<file path="src/rtl/cpu_ctrl_pkg.sv">
// Shared definitions for the ALU fetch/execute sequencer: states, opcodes, IR layout.
// The ALU_SEQ_MULDIV_EN macro adds the T6 state and makes mul/div legal opcodes.
package cpu_ctrl_pkg;

  localparam int OPC_W  = 5;
  localparam int FLD_W  = 4;
  localparam int OPC_MSB = 31;
  localparam int OPC_LSB = 27;
  localparam int RA_MSB  = 26;
  localparam int RA_LSB  = 23;
  localparam int RB_MSB  = 22;
  localparam int RB_LSB  = 19;
  localparam int RC_MSB  = 18;
  localparam int RC_LSB  = 15;

  localparam logic [OPC_W-1:0] OP_ADD = 5'd3;
  localparam logic [OPC_W-1:0] OP_SUB = 5'd4;
  localparam logic [OPC_W-1:0] OP_AND = 5'd5;
  localparam logic [OPC_W-1:0] OP_OR  = 5'd6;
  localparam logic [OPC_W-1:0] OP_SHR = 5'd7;
  localparam logic [OPC_W-1:0] OP_SHL = 5'd8;
  localparam logic [OPC_W-1:0] OP_ROR = 5'd9;
  localparam logic [OPC_W-1:0] OP_ROL = 5'd10;
  localparam logic [OPC_W-1:0] OP_MUL = 5'd15;
  localparam logic [OPC_W-1:0] OP_DIV = 5'd16;

  typedef enum logic [2:0] {
    S_IDLE, S_T0, S_T1, S_T2, S_T3, S_T4, S_T5
`ifdef ALU_SEQ_MULDIV_EN
    , S_T6
`endif
  } state_e;

  typedef struct packed {
    logic pc_out, mar_in, inc_pc, read, mdr_in, mdr_out, ir_in, y_in;
    logic zlow_in, zhigh_in, zlow_out, zhigh_out, lo_in, hi_in;
    logic busy, done, illegal;
  } ctrl_t;

  function automatic logic is_muldiv(input logic [OPC_W-1:0] op);
    return (op == OP_MUL) || (op == OP_DIV);
  endfunction

  function automatic logic op_legal(input logic [OPC_W-1:0] op);
    case (op)
      OP_ADD, OP_SUB, OP_AND, OP_OR, OP_SHL, OP_SHR, OP_ROL, OP_ROR: return 1'b1;
`ifdef ALU_SEQ_MULDIV_EN
      OP_MUL, OP_DIV: return 1'b1;
`endif
      default: return 1'b0;
    endcase
  endfunction

endpackage

</file>
<file path="src/rtl/alu_sequencer_reg_select.sv">
// One-hot general register select decoder with an out-of-range flag.
module reg_select_decoder
  import cpu_ctrl_pkg::*;
#(
  parameter int NUM_REGS = 16
) (
  input  logic [FLD_W-1:0]    idx,
  input  logic                en,
  output logic [NUM_REGS-1:0] sel,
  output logic                oor
);

  // The range flag ignores the enable so the sequencer can vet fields ahead of use.
  always_comb begin
    sel = '0;
    oor = (32'(idx) >= NUM_REGS);
    for (int i = 0; i < NUM_REGS; i++) begin
      if (en && !oor && (32'(idx) == i)) sel[i] = 1'b1;
    end
  end

endmodule

</file>
<file path="src/rtl/alu_sequencer.sv">
// Moore control sequencer stepping one fetch/execute cycle through the CPU datapath.
// Define ALU_SEQ_MULDIV_EN to enable the mul/div path (state T6, HI/LO loads).
module alu_sequencer
  import cpu_ctrl_pkg::*;
#(
  parameter int WORD_W   = 32,
  parameter int NUM_REGS = 16
) (
  input  logic                clock,
  input  logic                clear,
  input  logic                start,
  input  logic                mem_ready,
  input  logic [WORD_W-1:0]   ir,
  output logic                PCout,
  output logic                MARin,
  output logic                IncPC,
  output logic                Read,
  output logic                MDRin,
  output logic                MDRout,
  output logic                IRin,
  output logic                Yin,
  output logic                ZLowIn,
  output logic                ZHighIn,
  output logic                ZLowOut,
  output logic                ZHighout,
  output logic                LOin,
  output logic                HIin,
  output logic [NUM_REGS-1:0] reg_in,
  output logic [NUM_REGS-1:0] reg_out,
  output logic [4:0]          alu_op,
  output logic                busy,
  output logic                done,
  output logic                illegal
);

  state_e             state_q, state_d;
  logic [OPC_W-1:0]   op_q, op_d;
  logic [FLD_W-1:0]   ra_q, ra_d, rb_q, rb_d, rc_q, rc_d;
  ctrl_t              ctrl_q, ctrl_d;
  logic [OPC_W-1:0]   alu_op_q, alu_op_d;
  logic [NUM_REGS-1:0] reg_in_q, reg_in_d, reg_out_q, reg_out_d;
  logic [FLD_W-1:0]   out_idx;
  logic               in_en, out_en, in_oor, out_oor, rc_oor, bad;
  logic               unused_ir;

  assign unused_ir = ^ir;

  always_comb begin
    state_d = state_q;
    op_d    = op_q;
    ra_d    = ra_q;
    rb_d    = rb_q;
    rc_d    = rc_q;
    unique case (state_q)
      S_IDLE: if (start) state_d = S_T0;
      S_T0:   state_d = S_T1;
      S_T1:   if (mem_ready) state_d = S_T2;
      S_T2: begin
        state_d = S_T3;
        op_d    = ir[OPC_MSB:OPC_LSB];
        ra_d    = ir[RA_MSB:RA_LSB];
        rb_d    = ir[RB_MSB:RB_LSB];
        rc_d    = ir[RC_MSB:RC_LSB];
      end
      S_T3:   state_d = ctrl_q.illegal ? S_IDLE : S_T4;
      S_T4:   state_d = S_T5;
`ifdef ALU_SEQ_MULDIV_EN
      S_T5:   state_d = is_muldiv(op_q) ? S_T6 : S_IDLE;
      S_T6:   state_d = S_IDLE;
`else
      S_T5:   state_d = S_IDLE;
`endif
      default: state_d = S_IDLE;
    endcase
  end

  // Outputs are decoded one cycle early from the next state so the flops hold the Moore value.
  assign out_idx = (state_d == S_T4) ? rc_d : rb_d;
  assign rc_oor  = (32'(rc_d) >= NUM_REGS);
  assign bad     = !op_legal(op_d) || in_oor || out_oor || rc_oor;

  always_comb begin
    ctrl_d      = '0;
    in_en       = 1'b0;
    out_en      = 1'b0;
    alu_op_d    = '0;
    ctrl_d.busy = (state_d != S_IDLE);
    unique case (state_d)
      S_T0: begin
        ctrl_d.pc_out  = 1'b1;
        ctrl_d.mar_in  = 1'b1;
        ctrl_d.inc_pc  = 1'b1;
        ctrl_d.zlow_in = 1'b1;
      end
      S_T1: begin
        ctrl_d.read   = 1'b1;
        ctrl_d.mdr_in = 1'b1;
      end
      S_T2: begin
        ctrl_d.mdr_out = 1'b1;
        ctrl_d.ir_in   = 1'b1;
      end
      S_T3: begin
        alu_op_d = op_d;
        if (bad) begin
          ctrl_d.illegal = 1'b1;
        end else begin
          out_en      = 1'b1;
          ctrl_d.y_in = 1'b1;
        end
      end
      S_T4: begin
        alu_op_d       = op_d;
        out_en         = 1'b1;
        ctrl_d.zlow_in = 1'b1;
`ifdef ALU_SEQ_MULDIV_EN
        ctrl_d.zhigh_in = is_muldiv(op_d);
`endif
      end
      S_T5: begin
        alu_op_d        = op_d;
        ctrl_d.zlow_out = 1'b1;
`ifdef ALU_SEQ_MULDIV_EN
        if (is_muldiv(op_d)) begin
          ctrl_d.lo_in = 1'b1;
        end else begin
          in_en       = 1'b1;
          ctrl_d.done = 1'b1;
        end
      end
      S_T6: begin
        alu_op_d         = op_d;
        ctrl_d.zhigh_out = 1'b1;
        ctrl_d.hi_in     = 1'b1;
        ctrl_d.done      = 1'b1;
`else
        in_en       = 1'b1;
        ctrl_d.done = 1'b1;
`endif
      end
      default: ;
    endcase
  end

  reg_select_decoder #(.NUM_REGS(NUM_REGS)) u_in_dec (
    .idx(ra_d), .en(in_en), .sel(reg_in_d), .oor(in_oor)
  );

  reg_select_decoder #(.NUM_REGS(NUM_REGS)) u_out_dec (
    .idx(out_idx), .en(out_en), .sel(reg_out_d), .oor(out_oor)
  );

  always_ff @(posedge clock or negedge clear) begin
    if (!clear) begin
      state_q   <= S_IDLE;
      op_q      <= '0;
      ra_q      <= '0;
      rb_q      <= '0;
      rc_q      <= '0;
      ctrl_q    <= '0;
      alu_op_q  <= '0;
      reg_in_q  <= '0;
      reg_out_q <= '0;
    end else begin
      state_q   <= state_d;
      op_q      <= op_d;
      ra_q      <= ra_d;
      rb_q      <= rb_d;
      rc_q      <= rc_d;
      ctrl_q    <= ctrl_d;
      alu_op_q  <= alu_op_d;
      reg_in_q  <= reg_in_d;
      reg_out_q <= reg_out_d;
    end
  end

  assign PCout    = ctrl_q.pc_out;
  assign MARin    = ctrl_q.mar_in;
  assign IncPC    = ctrl_q.inc_pc;
  assign Read     = ctrl_q.read;
  assign MDRin    = ctrl_q.mdr_in;
  assign MDRout   = ctrl_q.mdr_out;
  assign IRin     = ctrl_q.ir_in;
  assign Yin      = ctrl_q.y_in;
  assign ZLowIn   = ctrl_q.zlow_in;
  assign ZHighIn  = ctrl_q.zhigh_in;
  assign ZLowOut  = ctrl_q.zlow_out;
  assign ZHighout = ctrl_q.zhigh_out;
  assign LOin     = ctrl_q.lo_in;
  assign HIin     = ctrl_q.hi_in;
  assign busy     = ctrl_q.busy;
  assign done     = ctrl_q.done;
  assign illegal  = ctrl_q.illegal;
  assign alu_op   = alu_op_q;
  assign reg_in   = reg_in_q;
  assign reg_out  = reg_out_q;

endmodule

</file>
<file path="config.mk">
export PLATFORM = sky130hd
export DESIGN_NAME = alu_sequencer
export DESIGN_NICKNAME = d
export VERILOG_FILES = /design/src/rtl/cpu_ctrl_pkg.sv /design/src/rtl/alu_sequencer_reg_select.sv /design/src/rtl/alu_sequencer.sv
export SDC_FILE = /design/constraint.sdc
export NUM_CORES = 1
export LEC_CHECK = 0
export ABC_AREA = 0
export CORE_AREA = 2 2 91 93
export CTS_CLUSTER_SIZE = 40
export DETAILED_ROUTE_END_ITERATION = 10
export DIE_AREA = 0 0 93 95
export GPL_ROUTABILITY_DRIVEN = 0
export GPL_TIMING_DRIVEN = 0
export PLACE_DENSITY = 0.66
export SLEW_MARGIN = 15
export SYNTH_ARGS = -nofsm -noshare
export SYNTH_HDL_FRONTEND = slang
export SYNTH_SLANG_ARGS = --single-unit
</file>
<file path="constraint.sdc">
create_clock -name clock -period 5.9 [get_ports clock]
set_input_delay 1.475 -clock clock [delete_from_list [all_inputs] [get_ports clock]]
set_output_delay 1.475 -clock clock [all_outputs]
set_load 0.02 [all_outputs]
</file>
==> results of run 1 <==
==> worst paths after layout <==
check,cells after the start,slack (ps),endpoint
min reg2reg,2,500,op_q[2]
max in group asynchronous,1,4180,IRin
max,1,3020,illegal
max reg2reg,6,3820,reg_out[13]
min,2,500,op_q[2]
min in group asynchronous,1,1200,reg_out[13]
==> registers in the layout, summed over array words and instances, names as in the netlist <==
register,cells
IRin,1
IncPC,1
MDRin,1
Yin,1
ZLowIn,1
alu_op,5
busy,1
done,1
illegal,1
op_q,5
ra_q,4
rb_q,2
rc_q,4
reg_in,16
reg_out,16
state_q,3
==> per-layer routing <==
metal | wire length, microns | up-vias | track usage [%]
li1 | - | 973 | -
met1 | 2500 | 936 | 18.4
met2 | 2560 | 59 | 18.8
met3 | 312 | 9 | 5.03
met4 | 77 | 0 | 4.90
met5 | 0 | - | 0
==> layout make-up <==
| cell class | count | area (sq um) | area share, % |
|---|---|---|---|
| clock buffer | 12 | 135 | 3.76 |
| buffer | 19 | 139 | 3.86 |
| timing repair buffer | 70 | 698 | 19.4 |
| inverter | 6 | 22.5 | 0.626 |
| tap | 105 | 131 | 3.65 |
| sequential | 63 | 1580 | 43.8 |
| clock inverter | 4 | 70.1 | 1.95 |
| multi-input combinational | 165 | 823 | 22.9 |
==> per-stage QoR <==
step                      setup WS [ps]  cells  util [%]
final                              3020    444      45.4
after global routing               2870    444      45.4
after CTS                          2990    444      45.4
after detailed placement           2690    428      42.8
after global placement             1410    428      42.8
after floorplan                    3430    253         -
==> cell families (layout without fill, tap and decap cells) <==
group | after synthesis | in the layout
AOI/OAI and AO/OA | 24 | 24
xor gates and xnor gates | 2 | 2
buffers and inverters | 25 | 111
DFF | 63 | 63
muxes | 2 | 2
other | 1 | 4
and+or+nand+nor | 133 | 133
==> report_power, final <==
group | internal [mW] | switching [mW] | leakage [nW] | total (mW)
Clock | 0.237 | 0.152 | 0.104 | 0.389
Combinational | 0.250 | 0.343 | 0.678 | 0.593
Sequential | 0.529 | 0.0626 | 0.841 | 0.592
==> layout by cell type (no fill, tap or decap), types with 4 or more instances in the layout <==
cell                               n
sky130_fd_sc_hd__clkdlybuf4s50_1  69
sky130_fd_sc_hd__clkbuf_8          9
sky130_fd_sc_hd__nand3_1           8
sky130_fd_sc_hd__nand2_1          47
sky130_fd_sc_hd__nand3b_1          4
sky130_fd_sc_hd__buf_6             4
sky130_fd_sc_hd__dfrtp_1          63
sky130_fd_sc_hd__a31oi_1           5
sky130_fd_sc_hd__nor3b_1           4
sky130_fd_sc_hd__nor3_1           10
sky130_fd_sc_hd__buf_4            11
sky130_fd_sc_hd__nor2_1           39
sky130_fd_sc_hd__conb_1            4
sky130_fd_sc_hd__o21ai_0           6
sky130_fd_sc_hd__o22ai_1           4
sky130_fd_sc_hd__clkbuf_1          7
sky130_fd_sc_hd__inv_1             6
sky130_fd_sc_hd__or3_1             6
sky130_fd_sc_hd__a21oi_1           5
sky130_fd_sc_hd__nor2b_1           7
==> results_tabular.tex, run 1 <==
\begin{tabular}{lr}
\hline
Metric & Value \\
\hline
\multicolumn{2}{l}{\textbf{Outcome}} \\
\quad Outcome & complete, no violations \\
\multicolumn{2}{l}{\textbf{Critical path}} \\
\quad Reg-to-reg startpoint & state\_q[0] \\
\quad Sort of element at the end of the critical path & primary output \\
\quad Worst Setup SP & illegal \\
\quad Cells traversed along the worst timing path & clkdlybuf4s50\_1 \\
\quad Worst-path maximum fanout & 5 \\
\quad Critical path's largest stage delay & 640 ps \\
\quad Crit path arrival time & 1410 ps \\
\quad Data required time of the critical path & 4430 ps \\
\quad Slowest cell on crit path & sky130\_fd\_sc\_hd\_\_clkdlybuf4s50\_1 \\
\quad Kind of start point of the critical path & register \\
\quad Top Family by Delay on Critical Path & buffers and inverters \\
\quad Kind of critical path & register to primary output \\
\quad Buf+Inv Stages, Crit Path & 1 \\
\multicolumn{2}{l}{\textbf{Global routing}} \\
\quad Total global routing track utilization & 13.2\% \\
\quad Total global routing overflow & 0 \\
\quad Largest net degree at the start of global routing & 64 \\
\quad First-pass GRT wire length & 8790 microns \\
\quad Initial antenna violation count & 0 \\
\quad Vias in the first global route & 1801 \\
\multicolumn{2}{l}{\textbf{Logic synthesis}} \\
\quad Adder-cell area share of the yosys netlist & 0\% \\
\quad Mux share of post-synthesis cell area & 0.834\% \\
\quad Fraction of synthesized cell area taken by the top area cell type & 61.8\% \\
\quad Count of synthesis-stage warnings from yosys & 0 \\
\quad Netlist Area Pre-Place & 0.00255 sq mm \\
\quad Synthesized area per cell & 10.2 sq um \\
\quad Synth cell count leaders & sky130\_fd\_sc\_hd\_\_dfrtp\_1, sky130\_fd\_sc\_hd\_\_nand2\_1, sky130\_fd\_sc\_hd\_\_nor2\_1 \\
\quad Register area share after synthesis & 61.8\% \\
\quad Total of flip-flops plus latches after synthesis & 63 \\
\quad Most used flip-flop cell after synthesis & sky130\_fd\_sc\_hd\_\_dfrtp\_1 \\
\quad XOR/XNOR Fraction of Synth Area & 0.687\% \\
\quad Compound-cell area share of the yosys netlist & 5.89\% \\
\quad Instance count of the mapped netlist & 250 \\
\quad Library cell with the highest instance count after synthesis & sky130\_fd\_sc\_hd\_\_dfrtp\_1 \\
\quad Fraction of synthesis flops using an asynchronous set or reset pin & 100\% \\
\quad Number of enable-type register cells in the synthesized netlist & 0 \\
\quad Distinct cell type count of the synthesized netlist & 33 \\
\quad Cell taking the most area after synthesis & sky130\_fd\_sc\_hd\_\_dfrtp\_1 \\
\quad Top cells by area in the synthesized netlist & sky130\_fd\_sc\_hd\_\_dfrtp\_1, sky130\_fd\_sc\_hd\_\_nand2\_1, sky130\_fd\_sc\_hd\_\_nor2\_1, sky130\_fd\_sc\_hd\_\_buf\_4, sky130\_fd\_sc\_hd\_\_nor3\_1 \\
\quad Synth Area in Simple Gates & 24.3\% \\
\quad Dominant combinational cell family by area after synthesis & simple AND/OR/NAND/NOR gates \\
\multicolumn{2}{l}{\textbf{Routing}} \\
\quad Routed via count divided by cell count & 4.45 \\
\quad Number of design rule violations left after detail routing & 0 \\
\quad Drt initial violations & 131 \\
\quad First-pass DRT Iterations & 4 \\
\quad Average routed wire per standard cell & 12.3 microns \\
\quad Total number of vias & 1977 \\
\quad Residual antenna-violating net count after detailed routing & 0 \\
\quad Total Wirelength & 5450 microns \\
\multicolumn{2}{l}{\textbf{CTS}} \\
\quad Sinks on Clock Net & 63 \\
\quad Clock latency on the worst-skew pair & 340 ps \\
\quad Hold Buf Count CTS & 0 \\
\quad Maximum buffer depth of the clock tree & 2 \\
\quad Number of gates resized after CTS & 0 \\
\quad Clock root buffer & sky130\_fd\_sc\_hd\_\_clkbuf\_8 \\
\quad Clock input transition at the sequential cells of the worst setup and hold paths & 70 ps \\
\quad Number of buffers created by CTS & 9 \\
\quad Number of post-CTS setup repair buffers & 0 \\
\quad Total number of H-tree levels & 3 \\
\quad Clock tree from TritonCTS & built \\
\multicolumn{2}{l}{\textbf{Die}} \\
\quad Die area & 0.00884 sq mm \\
\quad Die Span Y & 95 microns \\
\quad Effective utilization at floorplan & 32.2\% \\
\quad Std-Cell Core Area & 0.00793 sq mm \\
\quad Site row count & 33 \\
\quad Die extent in x & 93 microns \\
\quad Ports & 90 \\
\multicolumn{2}{l}{\textbf{Timing}} \\
\quad Final cycle utilization of the critical path & 48.9\% \\
\quad Number of hold violations in the final report & 0 \\
\quad Period minus WS final & 2880 ps \\
\quad Final setup viols & 0 \\
\quad Least-Margin Pin Slew & 956 ps \\
\quad Highest achievable clock rate & 0.347 GHz \\
\quad Sum of negative setup slack & 0 ps \\
\quad Worst slew margin relative to its limit & 35.3\% \\
\quad Worst clock skew & 8.13 ps \\
\quad RSZ-0062 raised after global routing & false \\
\quad Number of max-slew violations in the final report & 0 \\
\quad Smallest hold slack & 499 ps \\
\multicolumn{2}{l}{\textbf{Placed design}} \\
\quad Number of port buffers & 70 \\
\quad Cell area reported after detailed placement & 0.00339 sq mm \\
\quad Dpl hpwl & 4060 microns \\
\multicolumn{2}{l}{\textbf{Run}} \\
\quad Max-cap viol count & 0 \\
\multicolumn{2}{l}{\textbf{Worst hold path}} \\
\quad Hold Path Origin & op\_q[2] \\
\quad Min-delay worst type & register to register \\
\multicolumn{2}{l}{\textbf{Finish}} \\
\quad Post-synthesis to final-layout area growth & 41.0\% \\
\quad ANT cells & 0 \\
\quad Fill cell total of the finished layout & 768 \\
\quad Final Cell Area & 0.00360 sq mm \\
\quad Layout Nets & 370 \\
\quad Layout cells sized above 1 & 10.3\% \\
\multicolumn{2}{l}{\textbf{Power and ir drop}} \\
\quad Pwr Density & 438 mW/mm\^{}2 \\
\quad Total power consumption of the routed design & 1.57 mW \\
\quad Largest vdd supply drop & 160 uV \\
\quad Lkg Pwr & 1.62 nW \\
\hline
\end{tabular}
Note: power is estimated with default switching activity, not from simulation.
==> run 2, diff against run 1 <==
==> constraint.sdc (replaced) <==
create_clock -name clock -period 3 [get_ports clock]
set_input_delay 0.75 -clock clock [delete_from_list [all_inputs] [get_ports clock]]
set_output_delay 0.75 -clock clock [all_outputs]
set_load 0.02 [all_outputs]
==> results of run 2 <==
The final DEF is identical to that of run 1. Status: complete, no violations.
Main changes from that run: setup slack after placement 2690 ps -> 514 ps; setup slack after layout 3020 ps -> 840 ps; hold slack 499 ps -> 474 ps; register-to-register setup slack 3820 ps -> 920 ps; total power 1.57 mW -> 3.10 mW; worst IR drop on VDD 160 uV -> 314 uV
==> run 3, diff against run 2 <==
--- a/config.mk
+++ b/config.mk
@@ -12,7 +12,7 @@
 export DIE_AREA = 0 0 93 95
 export GPL_ROUTABILITY_DRIVEN = 0
 export GPL_TIMING_DRIVEN = 0
-export PLACE_DENSITY = 0.66
+export PLACE_DENSITY = 0.68
 export SLEW_MARGIN = 15
 export SYNTH_ARGS = -nofsm -noshare
 export SYNTH_HDL_FRONTEND = slang
==> constraint.sdc (replaced) <==
create_clock -name clock -period 1.9 [get_ports clock]
set_input_delay 0.475 -clock clock [delete_from_list [all_inputs] [get_ports clock]]
set_output_delay 0.475 -clock clock [all_outputs]
set_load 0.02 [all_outputs]
==> results_tabular.tex, run 3 (synthesis results as in run 1) <==
\begin{tabular}{lr}
\hline
Metric & Value \\
\hline
\multicolumn{2}{l}{\textbf{Outcome}} \\
\quad Outcome & complete, no violations \\
\multicolumn{2}{l}{\textbf{Timing}} \\
\quad Final setup viols & 0 \\
\quad Period minus WS final & 1880 ps \\
\quad Least-Margin Pin Slew & 758 ps \\
\quad Smallest hold slack & 211 ps \\
\quad Worst clock skew & 5.77 ps \\
\quad Worst slew margin relative to its limit & 49.5\% \\
\quad RSZ-0062 raised after global routing & true \\
\quad Highest achievable clock rate & 0.533 GHz \\
\quad Final setup slack of the worst path & 24.5 ps \\
\quad Final cycle utilization of the critical path & 98.7\% \\
\quad Number of max-slew violations in the final report & 0 \\
\quad Number of hold violations in the final report & 0 \\
\quad Sum of negative setup slack & 0 ps \\
\multicolumn{2}{l}{\textbf{Finish}} \\
\quad Top library cells by usage in the layout, fill and taps aside & sky130\_fd\_sc\_hd\_\_clkdlybuf4s50\_1, sky130\_fd\_sc\_hd\_\_dfrtp\_1, sky130\_fd\_sc\_hd\_\_nand2\_1 \\
\quad ANT cells & 0 \\
\quad Layout cells sized above 1 & 17.0\% \\
\quad Non-filler instance count after layout & 447 \\
\quad Finished Core Util & 47.3\% \\
\quad Post-synthesis to final-layout area growth & 47.1\% \\
\quad Most common library cell in the layout ignoring fill and taps & sky130\_fd\_sc\_hd\_\_clkdlybuf4s50\_1 \\
\quad Final Cell Area & 0.00375 sq mm \\
\quad Fill cell total of the finished layout & 745 \\
\quad Layout Nets & 373 \\
\multicolumn{2}{l}{\textbf{CTS}} \\
\quad Clock latency on the worst-skew pair & 330 ps \\
\quad Maximum buffer depth of the clock tree & 2 \\
\quad Number of buffers created by CTS & 9 \\
\quad Clock root buffer & sky130\_fd\_sc\_hd\_\_clkbuf\_8 \\
\quad Sinks on Clock Net & 63 \\
\quad Clock input transition at the sequential cells of the worst setup and hold paths & 70 ps \\
\quad Clock tree from TritonCTS & built \\
\quad Total number of H-tree levels & 3 \\
\multicolumn{2}{l}{\textbf{Power and ir drop}} \\
\quad Lkg Pwr & 1.77 nW \\
\quad Largest vdd supply drop & 590 uV \\
\quad Pwr Density & 1430 mW/mm\^{}2 \\
\quad Total power consumption of the routed design & 5.36 mW \\
\multicolumn{2}{l}{\textbf{Placed design}} \\
\quad Number of port buffers & 70 \\
\quad Post-placement setup slack & -388 ps \\
\quad Dpl hpwl & 4060 microns \\
\quad Placed Cells incl. Taps & 428 \\
\quad Cell area reported after detailed placement & 0.00339 sq mm \\
\multicolumn{2}{l}{\textbf{Critical path}} \\
\quad Crit path arrival time & 2080 ps \\
\quad Kind of start point of the critical path & register \\
\quad Kind of critical path & register to register \\
\quad Sort of element at the end of the critical path & register \\
\quad Data required time of the critical path & 2100 ps \\
\quad Worst-path maximum fanout & 10 \\
\multicolumn{2}{l}{\textbf{Die}} \\
\quad Effective utilization at floorplan & 32.2\% \\
\quad Die Span Y & 95 microns \\
\quad Die extent in x & 93 microns \\
\quad Site row count & 33 \\
\quad Ports & 90 \\
\quad Die area & 0.00884 sq mm \\
\quad Std-Cell Core Area & 0.00793 sq mm \\
\multicolumn{2}{l}{\textbf{Routing}} \\
\quad Total Wirelength & 5990 microns \\
\quad Residual antenna-violating net count after detailed routing & 0 \\
\quad Drt initial violations & 93 \\
\quad Number of design rule violations left after detail routing & 0 \\
\quad Routed via count divided by cell count & 4.61 \\
\quad Total number of vias & 2062 \\
\quad First-pass DRT Iterations & 4 \\
\quad Average routed wire per standard cell & 13.4 microns \\
\multicolumn{2}{l}{\textbf{Worst hold path}} \\
\quad Min-delay worst type & input pin to asynchronous set/reset pin \\
\multicolumn{2}{l}{\textbf{Run}} \\
\quad Max-cap viol count & 0 \\
\multicolumn{2}{l}{\textbf{Global routing}} \\
\quad Largest net degree at the start of global routing & 64 \\
\quad Total global routing overflow & 0 \\
\quad Initial antenna violation count & 0 \\
\quad First-pass GRT wire length & 9510 microns \\
\quad Vias in the first global route & 2037 \\
\quad Total global routing track utilization & 14.2\% \\
\hline
\end{tabular}
==> run 3: changes by cell type in the layout (fill, tap and decap cells not counted), moves of 3 or more <==
cell	previous run	this run
sky130_fd_sc_hd__buf_4	11	17
sky130_fd_sc_hd__clkbuf_1	7	1
sky130_fd_sc_hd__clkdlybuf4s50_1	69	63
sky130_fd_sc_hd__dlymetal6s2s_1	0	5
sky130_fd_sc_hd__clkinv_4	0	3
sky130_fd_sc_hd__o22ai_1	4	1
sky130_fd_sc_hd__o22ai_2	1	4
==> run 3: area by class of cell <==
class                           count  area [sq um]  share of cell area [%]
Sequential cell                    63          1580                    42.1
Multi-Input combinational cell    165           902                    24.1
Timing Repair Buffer               77           762                    20.3
Tap cell                          105           131                    3.50
Buffer                             15           108                    2.87
Inverter                            6          22.5                   0.601
Clock buffer                        9           124                    3.30
Clock inverter                      7           121                    3.24
==> run 3: final timing paths <==
| check | start | depth (start not counted) | slack (ps) | endpoint |
|---|---|---|---|---|
| max | state_q[1] | 5 | 20 | reg_in[13] |
| min | clear | 1 | 210 | ZLowIn |
| max reg2reg | state_q[1] | 5 | 20 | reg_in[13] |
| min reg2reg | op_q[2] | 2 | 500 | op_q[2] |
| max in group asynchronous | clear | 1 | 1160 | state_q[0] |
| min in group clock | op_q[2] | 2 | 500 | op_q[2] |
==> run 3: timing repair <==
| action | CTS | global route |
|---|---|---|
| resized for setup | 12 | 15 |
| setup buffers | 7 | 0 |
| pin swaps | 7 | 8 |
| endpoints found under the setup margin | 42 | 46 |
| hold buffers | 0 | 0 |
| endpoints found under the hold margin | 0 | 0 |
==> run 3: power breakdown <==
part | total (mW) | internal (mW) | leakage [nW] | switching, mW
clock | 1.41 | 0.876 | 0.123 | 0.537
sequential | 1.89 | 1.65 | 0.839 | 0.239
combinational | 2.06 | 0.884 | 0.807 | 1.18
==> run 3: worst max-delay path: stages (launching register included) <==
cell and delay, ps:
sky130_fd_sc_hd__dfrtp_2 420, sky130_fd_sc_hd__nand2_1 130, sky130_fd_sc_hd__or2_2 390, sky130_fd_sc_hd__clkbuf_2 230, sky130_fd_sc_hd__a31oi_1 470, sky130_fd_sc_hd__nor2_1 90
==> run 3: per-layer routing <==
metal / global-route usage (%) / share of wire [%]
met4: 5.88 / 1.7
met2: 22.1 / 48
met3: 5.35 / 5.8
met1: 17.9 / 45
met5: 0 / 0
